$ cat src/rtl/timer_pkg.sv
// ============================================================================
// Module      : timer_pkg
// Description : Shared definitions for the memory-mapped timer: bus command
//               codes, register offsets inside the 4-word window, CTRL bit
//               positions and the controller state encoding.
// Revision    : 1.0 - initial release
// ============================================================================
`default_nettype none

package timer_pkg;

    // CPU memory bus command codes
    localparam logic [1:0] MNONE  = 2'b00;
    localparam logic [1:0] MREAD  = 2'b01;
    localparam logic [1:0] MWRITE = 2'b10;

    // Word offsets inside the register window
    localparam logic [1:0] OFF_CTRL   = 2'd0;
    localparam logic [1:0] OFF_LOAD   = 2'd1;
    localparam logic [1:0] OFF_COUNT  = 2'd2;
    localparam logic [1:0] OFF_STATUS = 2'd3;

    // CTRL register bit positions
    localparam int EN   = 0;
    localparam int AUTO = 1;
    localparam int IE   = 2;

    // Controller states
    typedef enum logic [1:0] {
        IDLE = 2'd0,
        RUN  = 2'd1,
        HALT = 2'd2
    } state_e;

endpackage

`default_nettype wire

$ cat src/rtl/tick_gen.sv
// ============================================================================
// Module      : tick_gen
// Description : Prescaler for the timer. Counts clock cycles while 'run' is
//               high and pulses 'tick' on the cycle the prescaler reaches
//               PRESCALE-1, wrapping back to 0 on that edge.
// Ports       : clk   - system clock
//               reset - asynchronous active-low reset
//               run   - count enable (controller is running and not stopping)
//               clr   - synchronous clear (timer start); overrides run
//               tick  - one-cycle tick, combinational from prescaler state
// Revision    : 1.0 - initial release
// ============================================================================
`default_nettype none

module tick_gen #(
    parameter int PRESCALE = 50000      // must be >= 1; 1 ticks every cycle
) (
    input  logic clk,
    input  logic reset,
    input  logic run,
    input  logic clr,
    output logic tick
);

    // A PRESCALE of 1 still needs a 1-bit counter that simply stays at 0.
    localparam int            CW   = (PRESCALE > 1) ? $clog2(PRESCALE) : 1;
    localparam logic [CW-1:0] LAST = CW'(PRESCALE - 1);

    logic [CW-1:0] presc_q;
    logic [CW-1:0] presc_d;

    assign tick = run && (presc_q == LAST);

    always_comb begin
        presc_d = presc_q;
        if (clr) begin
            presc_d = '0;
        end else if (run) begin
            presc_d = (presc_q == LAST) ? '0 : presc_q + 1'b1;
        end
    end

    always_ff @(posedge clk or negedge reset) begin
        if (!reset) begin
            presc_q <= '0;
        end else begin
            presc_q <= presc_d;
        end
    end

endmodule

`default_nettype wire

$ cat src/rtl/mmio_timer.sv
// ============================================================================
// Module      : mmio_timer
// Description : 16-bit memory-mapped down-counter timer. Decodes a 4-word
//               window at BASE (CTRL, LOAD, COUNT, STATUS), supports one-shot
//               and auto-reload operation and raises a level interrupt while
//               the sticky expired flag and CTRL.IE are both set.
// Ports       : clk        - system clock
//               reset      - asynchronous active-low reset
//               mem_cmd    - bus command (MNONE/MREAD/MWRITE)
//               mem_addr   - word address
//               write_data - store data
//               rdata      - registered read data (1-cycle latency)
//               rdata_en   - combinational read-select for the bus tri-state
//               irq        - expired & CTRL.IE
// Revision    : 1.0 - initial release
// ============================================================================
`default_nettype none

module mmio_timer
    import timer_pkg::*;
#(
    parameter logic [8:0] BASE     = 9'h180,   // BASE[1:0] must be 2'b00
    parameter int         PRESCALE = 50000
) (
    input  logic        clk,
    input  logic        reset,
    input  logic [1:0]  mem_cmd,
    input  logic [8:0]  mem_addr,
    input  logic [15:0] write_data,
    output logic [15:0] rdata,
    output logic        rdata_en,
    output logic        irq
);

    // ------------------------------------------------------------------
    // Register state
    // ------------------------------------------------------------------
    state_e      state_q,   state_d;
    logic        en_q,      en_d;
    logic        auto_q,    auto_d;
    logic        ie_q,      ie_d;
    logic        expired_q, expired_d;
    logic [15:0] load_q,    load_d;
    logic [15:0] count_q,   count_d;
    logic [15:0] rdata_q,   rdata_d;

    // ------------------------------------------------------------------
    // Address decode
    // ------------------------------------------------------------------
    logic       hit;
    logic [1:0] off;
    logic       wr_hit;
    logic       rd_hit;
    logic       wr_ctrl;
    logic       wr_load;
    logic       wr_count;
    logic       wr_status;

    assign hit       = (mem_addr[8:2] == BASE[8:2]);
    assign off       = mem_addr[1:0];
    assign wr_hit    = hit && (mem_cmd == MWRITE);
    assign rd_hit    = hit && (mem_cmd == MREAD);
    assign wr_ctrl   = wr_hit && (off == OFF_CTRL);
    assign wr_load   = wr_hit && (off == OFF_LOAD);
    assign wr_count  = wr_hit && (off == OFF_COUNT);
    assign wr_status = wr_hit && (off == OFF_STATUS);

    // ------------------------------------------------------------------
    // Control events
    // ------------------------------------------------------------------
    logic start;    // EN=1 write from IDLE/HALT: reload COUNT, clear prescaler
    logic stop;     // EN=0 write: wins over a tick on the same edge
    logic run;
    logic tick;

    assign start = wr_ctrl &&  write_data[EN] && (state_q != RUN);
    assign stop  = wr_ctrl && !write_data[EN];
    // Dropping run on a stop edge both discards the tick and freezes the
    // prescaler at its current value.
    assign run   = (state_q == RUN) && !stop;

    tick_gen #(
        .PRESCALE (PRESCALE)
    ) u_tick_gen (
        .clk   (clk),
        .reset (reset),
        .run   (run),
        .clr   (start),
        .tick  (tick)
    );

    // ------------------------------------------------------------------
    // Next-state logic. Statement order encodes the same-edge priorities:
    // expiry set follows the STATUS clear, and a software COUNT write is
    // applied last so it overrides any decrement or reload.
    // ------------------------------------------------------------------
    always_comb begin
        state_d   = state_q;
        en_d      = en_q;
        auto_d    = auto_q;
        ie_d      = ie_q;
        expired_d = expired_q;
        load_d    = load_q;
        count_d   = count_q;
        rdata_d   = rdata_q;

        if (wr_status && write_data[0]) begin
            expired_d = 1'b0;
        end

        if (wr_ctrl) begin
            en_d   = write_data[EN];
            auto_d = write_data[AUTO];
            ie_d   = write_data[IE];
            if (start) begin
                state_d = RUN;
                count_d = load_q;
            end else if (stop && (state_q == RUN)) begin
                state_d = IDLE;
            end
        end

        if (wr_load) begin
            load_d = write_data;
        end

        if (tick) begin
            if (count_q != 16'd0) begin
                count_d = count_q - 16'd1;
            end else begin
                expired_d = 1'b1;
                if (auto_q) begin
                    count_d = load_q;
                end else begin
                    en_d    = 1'b0;
                    state_d = HALT;
                end
            end
        end

        if (wr_count) begin
            count_d = write_data;
        end

        // Read data is captured from the pre-edge register values.
        if (rd_hit) begin
            case (off)
                OFF_CTRL:   rdata_d = {13'd0, ie_q, auto_q, en_q};
                OFF_LOAD:   rdata_d = load_q;
                OFF_COUNT:  rdata_d = count_q;
                default:    rdata_d = {15'd0, expired_q};
            endcase
        end
    end

    always_ff @(posedge clk or negedge reset) begin
        if (!reset) begin
            state_q   <= IDLE;
            en_q      <= 1'b0;
            auto_q    <= 1'b0;
            ie_q      <= 1'b0;
            expired_q <= 1'b0;
            load_q    <= 16'd0;
            count_q   <= 16'd0;
            rdata_q   <= 16'd0;
        end else begin
            state_q   <= state_d;
            en_q      <= en_d;
            auto_q    <= auto_d;
            ie_q      <= ie_d;
            expired_q <= expired_d;
            load_q    <= load_d;
            count_q   <= count_d;
            rdata_q   <= rdata_d;
        end
    end

    // ------------------------------------------------------------------
    // Outputs
    // ------------------------------------------------------------------
    assign rdata    = rdata_q;
    assign rdata_en = rd_hit;
    assign irq      = expired_q & ie_q;

endmodule

`default_nettype wire

$ cat config.mk
export PLATFORM = sky130hd
export DESIGN_NAME = mmio_timer
export DESIGN_NICKNAME = d
export VERILOG_FILES = /design/src/rtl/timer_pkg.sv /design/src/rtl/tick_gen.sv /design/src/rtl/mmio_timer.sv
export SDC_FILE = /design/constraint.sdc
export NUM_CORES = 1
export LEC_CHECK = 0
export CAP_MARGIN = 20
export CORE_MARGIN = 1.5
export CORE_UTILIZATION = 45
export DETAILED_ROUTE_END_ITERATION = 8
export GPL_ROUTABILITY_DRIVEN = 0
export PLACE_DENSITY = 0.66
export SKIP_LAST_GASP = 1
export SLEW_MARGIN = 15
export SYNTH_ARGS = -nofsm -noshare
export SYNTH_HDL_FRONTEND = slang
export SYNTH_SLANG_ARGS = --single-unit
$ cat constraint.sdc
create_clock -name clk -period 2.2 [get_ports clk]
set_clock_uncertainty 0.1 [all_clocks]
set_input_delay 0.33 -clock clk [delete_from_list [all_inputs] [get_ports clk]]
set_output_delay 0.33 -clock clk [all_outputs]
set_load 0.03 [all_outputs]
* Word-level counts from Yosys, hierarchy flattened
Cells that the tools add are included.
Word-level totals: register bits after elaboration 70, input port bits 29, output and inout bits 18, word-level logic and storage cells 62
Operators by class: $add $sub $neg 2, equality and inequality tests 9, multiplexer cells 23, bitwise operators 1, reduce and logical (&&, ||, !) cells 18
Operators by type and width (count):
- $mux W16 | 9
- $pmux W16 S3 | 1
- $add A16 B1 Y16 const B | 1
- $eq A16 B16 Y1 const B | 1
- $reduce_bool A16 Y1 | 1
- $sub A16 B1 Y16 const B | 1
- $logic_and A1 B1 Y1 | 13
- $mux W2 | 6
- $eq A7 B7 Y1 const B | 1
- $mux W1 | 7
- $eq A2 B1 Y1 const B | 3
- $eq A2 B2 Y1 const B | 3
- $logic_not A1 Y1 | 2
- $logic_not A2 Y1 | 1
- $ne A2 B1 Y1 const B | 1
- $reduce_bool A2 Y1 | 1
- $and A1 B1 Y1 | 1

* Logic depth before layout (Yosys ltp)
word-level depth 11, gate-level depth with buffers 8, depth with buffers taken out 7

* Modules after synthesis
Synthesis repeated with hierarchy kept, for this count alone.
Unflattened totals: cells, all modules 409, area total of the unflattened synthesis 4072.7 um^2
By module, submodules not included:
- mmio_timer | instances 1, cells each 314, area each 3081.7 um^2, sequential area each 1351.3 um^2
- tick_gen | instances 1, cells each 95, area each 991.0 um^2, sequential area each 400.4 um^2

* Worst setup path before layout
No wires, ideal clock.
kind input to output, from in mem_addr[3], to out rdata_en, arrival 2054 ps, required time 1770 ps, slack -284 ps, stages 6, buffers on the path 3, cell sequence or3_1 > clkbuf_1 > or4b_2 > clkbuf_1 > clkbuf_1 > inv_1
Between the ends: longest elaborated chain between the ends 2
Ends and longest elaborated chain:
- start, declared | RTL line mmio_timer.sv:28 | input logic [8:0] mem_addr,
- $eq A7 B7 Y1 | RTL line mmio_timer.sv:59 | assign hit = (mem_addr[8:2] == BASE[8:2]);
- $logic_and A1 B1 Y1 | RTL line mmio_timer.sv:62 | assign rd_hit = hit && (mem_cmd == MREAD);
- end, declared | RTL line mmio_timer.sv:31 | output logic rdata_en,
No other way between the ends.

* Worst setup path after layout
from reg u_tick_gen.presc_q[1], to reg u_tick_gen.presc_q[10]
Between the ends: longest elaborated chain between the ends 4, elaborated cells on any way between the ends 5, classes of those cells add/sub (1); eq/ne (1); mux (3)
Ends and longest elaborated chain:
- start, declared | RTL line tick_gen.sv:29 | logic [CW-1:0] presc_q;
- start signal, assigned | RTL line tick_gen.sv:47 | presc_q <= presc_d;
- $add A16 B1 Y16 / $eq A16 B16 Y1 (equally long branches) | RTL line tick_gen.sv:39 | presc_d = (presc_q == LAST) ? '0 : presc_q + 1'b1;
- $mux W16 (*) | RTL line tick_gen.sv:39
- $mux W16 (*) | RTL line tick_gen.sv:38 | end else if (run) begin
- $mux W16 (*) | RTL line tick_gen.sv:36 | if (clr) begin
Every way passes the cells marked *; elsewhere a longest branch is shown, timed or not. The select of a mux whose other input is x is not followed. A chain may end at the register's enable or synchronous reset.

==> impl_metrics.py <==
metrics = {
    "drt": {
        "ant_nets": 0,
        "wl_um": 11400,
        "drt-wirelength-per-cell_um": 17.2,
        "initialDrtViolationCount": 202,
        "drc_errors": 0,
        "vias_per_cell": 5.72,
        "vias": 3795,
        "dr.pass1.iters": 5,
    },
    "cts": {
        "clk_latency_ns": 0.35,
        "htreeDepth": 3,
        "cts_tree": "yes",
        "clk_pin_slew_worst_paths_ns": 0.09,
        "clock_path_buffers": 2,
        "cts_made_buffers": 9,
        "clkSinkCount": 70,
        "cts_root_buffer": "clkbuf_8",
    },
    "final_layout": {
        "n_fill_cell": 686,
        "fin_cells": 664,
        "final_common_cell": "buf_4",
        "final_nets": 582,
        "mostFrequentLayoutCells": "80 x buf_4, 70 x dfrtp_1, 48 x nand2_1",
        "final_layout_size_suffix_gt1_share_pct": 33.1,
        "antenna_cells": 0,
        "syn_to_final_growth_pct": 42.7,
    },
    "placement": {
        "io_buffers": 46,
        "dpl.hpwl_um": 7890,
        "placed_cells": 630,
    },
    "run": {
        "maxCapViolCount": 0,
    },
    "global_route": {
        "grt_pass1_wl_um": 18700,
        "first_global_vias": 3827,
        "antenna_found_initial": 1,
        "grt_overflow_total": 0,
        "grt_max_degree": 43,
        "grtUsageTotal_pct": 24.7,
    },
    "outcome": {
        "status": "finished with violations",
        "failed_checks": "setup timing",
    },
    "synth": {
        "synth.avg_cell_area_um2": 9.54,
        "synth_cell_types": 58,
        "ys_ff_latch": 70,
        "synthArstFlopShare_pct": 100,
        "syn_nets": 451,
        "ys.flop_type": "dfrtp_1",
        "syn_inst": 420,
        "ys_seq_area_share_pct": 43.7,
        "yosysWarnings": 0,
        "synth_area_mm2": 0.00401,
        "synth-edff-count": 0,
    },
    "power_and_ir_drop": {
        "p_leak_nw": 2.45,
        "finalPower_w": 0.00266,
        "ir_drop_v": 0.000315,
        "power.density_mw_per_mm2": 466,
    },
    "floorplanning": {
        "core_area_mm2": 0.00868,
        "io_pins": 47,
        "fp.dieH_um": 97.4,
        "initial_core_util_pct": 46.2,
        "design.die.area_mm2": 0.00948,
        "std_cell_rows": 34,
        "die_x_um": 97.4,
    },
    "worst_setup_path": {
        "cp_cell_sequence": "ha_2, and3_4, buf_6, nand4_1, buf_4, or3b_4, buf_4, o31ai_2",
        "cpMostUsedCell": "buf_4",
        "crit_type": "reg2reg",
        "arrival_ns": 2.36,
        "endpoint_kind": "register",
        "cp-start-kind": "register",
        "max_stage_delay_ns": 0.46,
        "slowest_stage": "or3b_4",
        "crit_required_ns": 2.36,
        "path_max_fanout": 8,
    },
    "sta": {
        "slew_violations": 0,
        "max_freq_mhz": 454,
        "period_share_pct": 100,
        "worstMarginPinSlew_ns": 0.558,
        "period_minus_slack_ns": 2.20,
        "rsz0062_at_grt": "true",
        "max_slew_margin_pct": 62.8,
        "final.setup.worst_slack_ns": -0.00383,
        "setup_viol": 1,
        "finalHoldViolCount": 0,
    },
    "min_path": {
        "worst_hold_path_type": "in2reg",
    },
}
==> through the flow <==
| step | setup TNS, ns | util [%] | hold slack [ns] | cell area, um^2 | setup WS (ns) |
|---|---|---|---|---|---|
| floorplan | -0.930 | - | -0.0656 | 4060 | -0.112 |
| global route | -0.857 | 65.9 | 0.366 | 5720 | -0.0994 |
| CTS | -0.0479 | 64.0 | 0.387 | 5560 | -0.0446 |
| global placement | -25.57 | 59.5 | 0.275 | 5160 | -0.538 |
| detailed placement | -28.22 | 59.5 | 0.284 | 5160 | -0.586 |
| finish | -0.00383 | 65.9 | 0.313 | 5720 | -0.00383 |
==> per-layer routing <==
layer | routed length (um) | global-route usage (%) | vias up
met4 | 206 | 8.90 | 0
met2 | 5700 | 41.4 | 116
met1 | 5010 | 32.2 | 1842
met5 | 0 | 0 | -
li1 | - | - | 1820
met3 | 513 | 4.24 | 17
==> flip-flops by register name, indices dropped and copies added (netlist names) <==
register / count
ie_q: 1
state_q: 2
expired_q: 1
en_q: 1
rdata: 16
u_tick_gen.presc_q: 16
auto_q: 1
load_q: 16
count_q: 16
==> cell type report <==
type	count	area, um^2	share of cell area (%)
multi-input cells	319	2330	40.8
well taps	108	135	2.36
clock buffers	9	124	2.17
clock inverters	7	73.8	1.29
repair buffers	146	1280	22.4
flip-flops and latches	70	1750	30.6
inverters	5	21.3	0.372
==> Yosys cell counts, types with 3 or more instances <==
library cell | instances | share of area, %
o21ai_0 | 45 | 5.6
nand3_1 | 19 | 2.4
o31ai_1 | 7 | 1.3
mux2i_1 | 18 | 4.5
nor3_1 | 18 | 2.2
nand2_1 | 48 | 4.5
or3_1 | 6 | 0.94
o31a_1 | 4 | 0.87
a221o_1 | 7 | 1.7
a22oi_1 | 14 | 2.6
buf_2 | 5 | 0.62
nor4_1 | 5 | 0.78
clkbuf_1 | 20 | 1.9
xnor2_1 | 3 | 0.66
and3_1 | 4 | 0.62
a21oi_1 | 9 | 1.1
xor2_1 | 8 | 1.7
nand4_1 | 6 | 0.94
nand2b_1 | 5 | 0.78
dfrtp_1 | 70 | 44
nor2_1 | 25 | 2.3
inv_1 | 5 | 0.47
a31oi_1 | 8 | 1.2
mux2_2 | 20 | 5.6
==> final timing paths <==
| path | from | endpoint | slack (ns) | cells past startpoint |
|---|---|---|---|---|
| max | u_tick_gen.presc_q[1] | u_tick_gen.presc_q[10] | -0.004 | 8 |
| min in group asynchronous | reset | u_tick_gen.presc_q[0] | 0.42 | 3 |
| min | mem_addr[1] | expired_q | 0.31 | 5 |
| max reg2reg | u_tick_gen.presc_q[1] | u_tick_gen.presc_q[10] | -0.004 | 8 |
| max in group asynchronous | reset | rdata[15] | 1.11 | 3 |
| min reg2reg | rdata[9] | rdata[9] | 0.38 | 2 |
==> worst max-delay path: cells and delay by family, from the launching register on <==
family,cells,cell delay (ns)
compound gates,1,0.21
fa+ha+maj,1,0.19
buf+inv,3,0.44
flops,1,0.39
simple gates,3,0.78
==> kinds of logic (layout without fill, tap and decap cells) <==
logic type,Yosys count,in the layout,synth area share [%]
mux,39,39,10.8
flops,70,70,43.7
fa+ha+maj,2,2,0.624
simple gates,158,159,21.1
xor+xnor,11,11,2.40
buf+inv,32,167,3.53
compound gates,108,108,17.9
==> timing repair <==
item                                   in CTS  in global routing
cloned                                      1                  0
setup buffers                              15                  1
setup endpoints to repair                  47                 28
hold buffers                                1                  0
resized for setup                          28                 45
endpoints found under the hold margin      70                  0
pin swaps                                  11                 21
==> where the power goes <==
| part | internal [W] | switching (W) | total (W) |
|---|---|---|---|
| Combinational | 0.000130 | 0.000138 | 0.000269 |
| Sequential | 0.00131 | 0.0000154 | 0.00132 |
| Clock | 0.000528 | 0.000544 | 0.00107 |
Power figures use the tool's default switching activity.
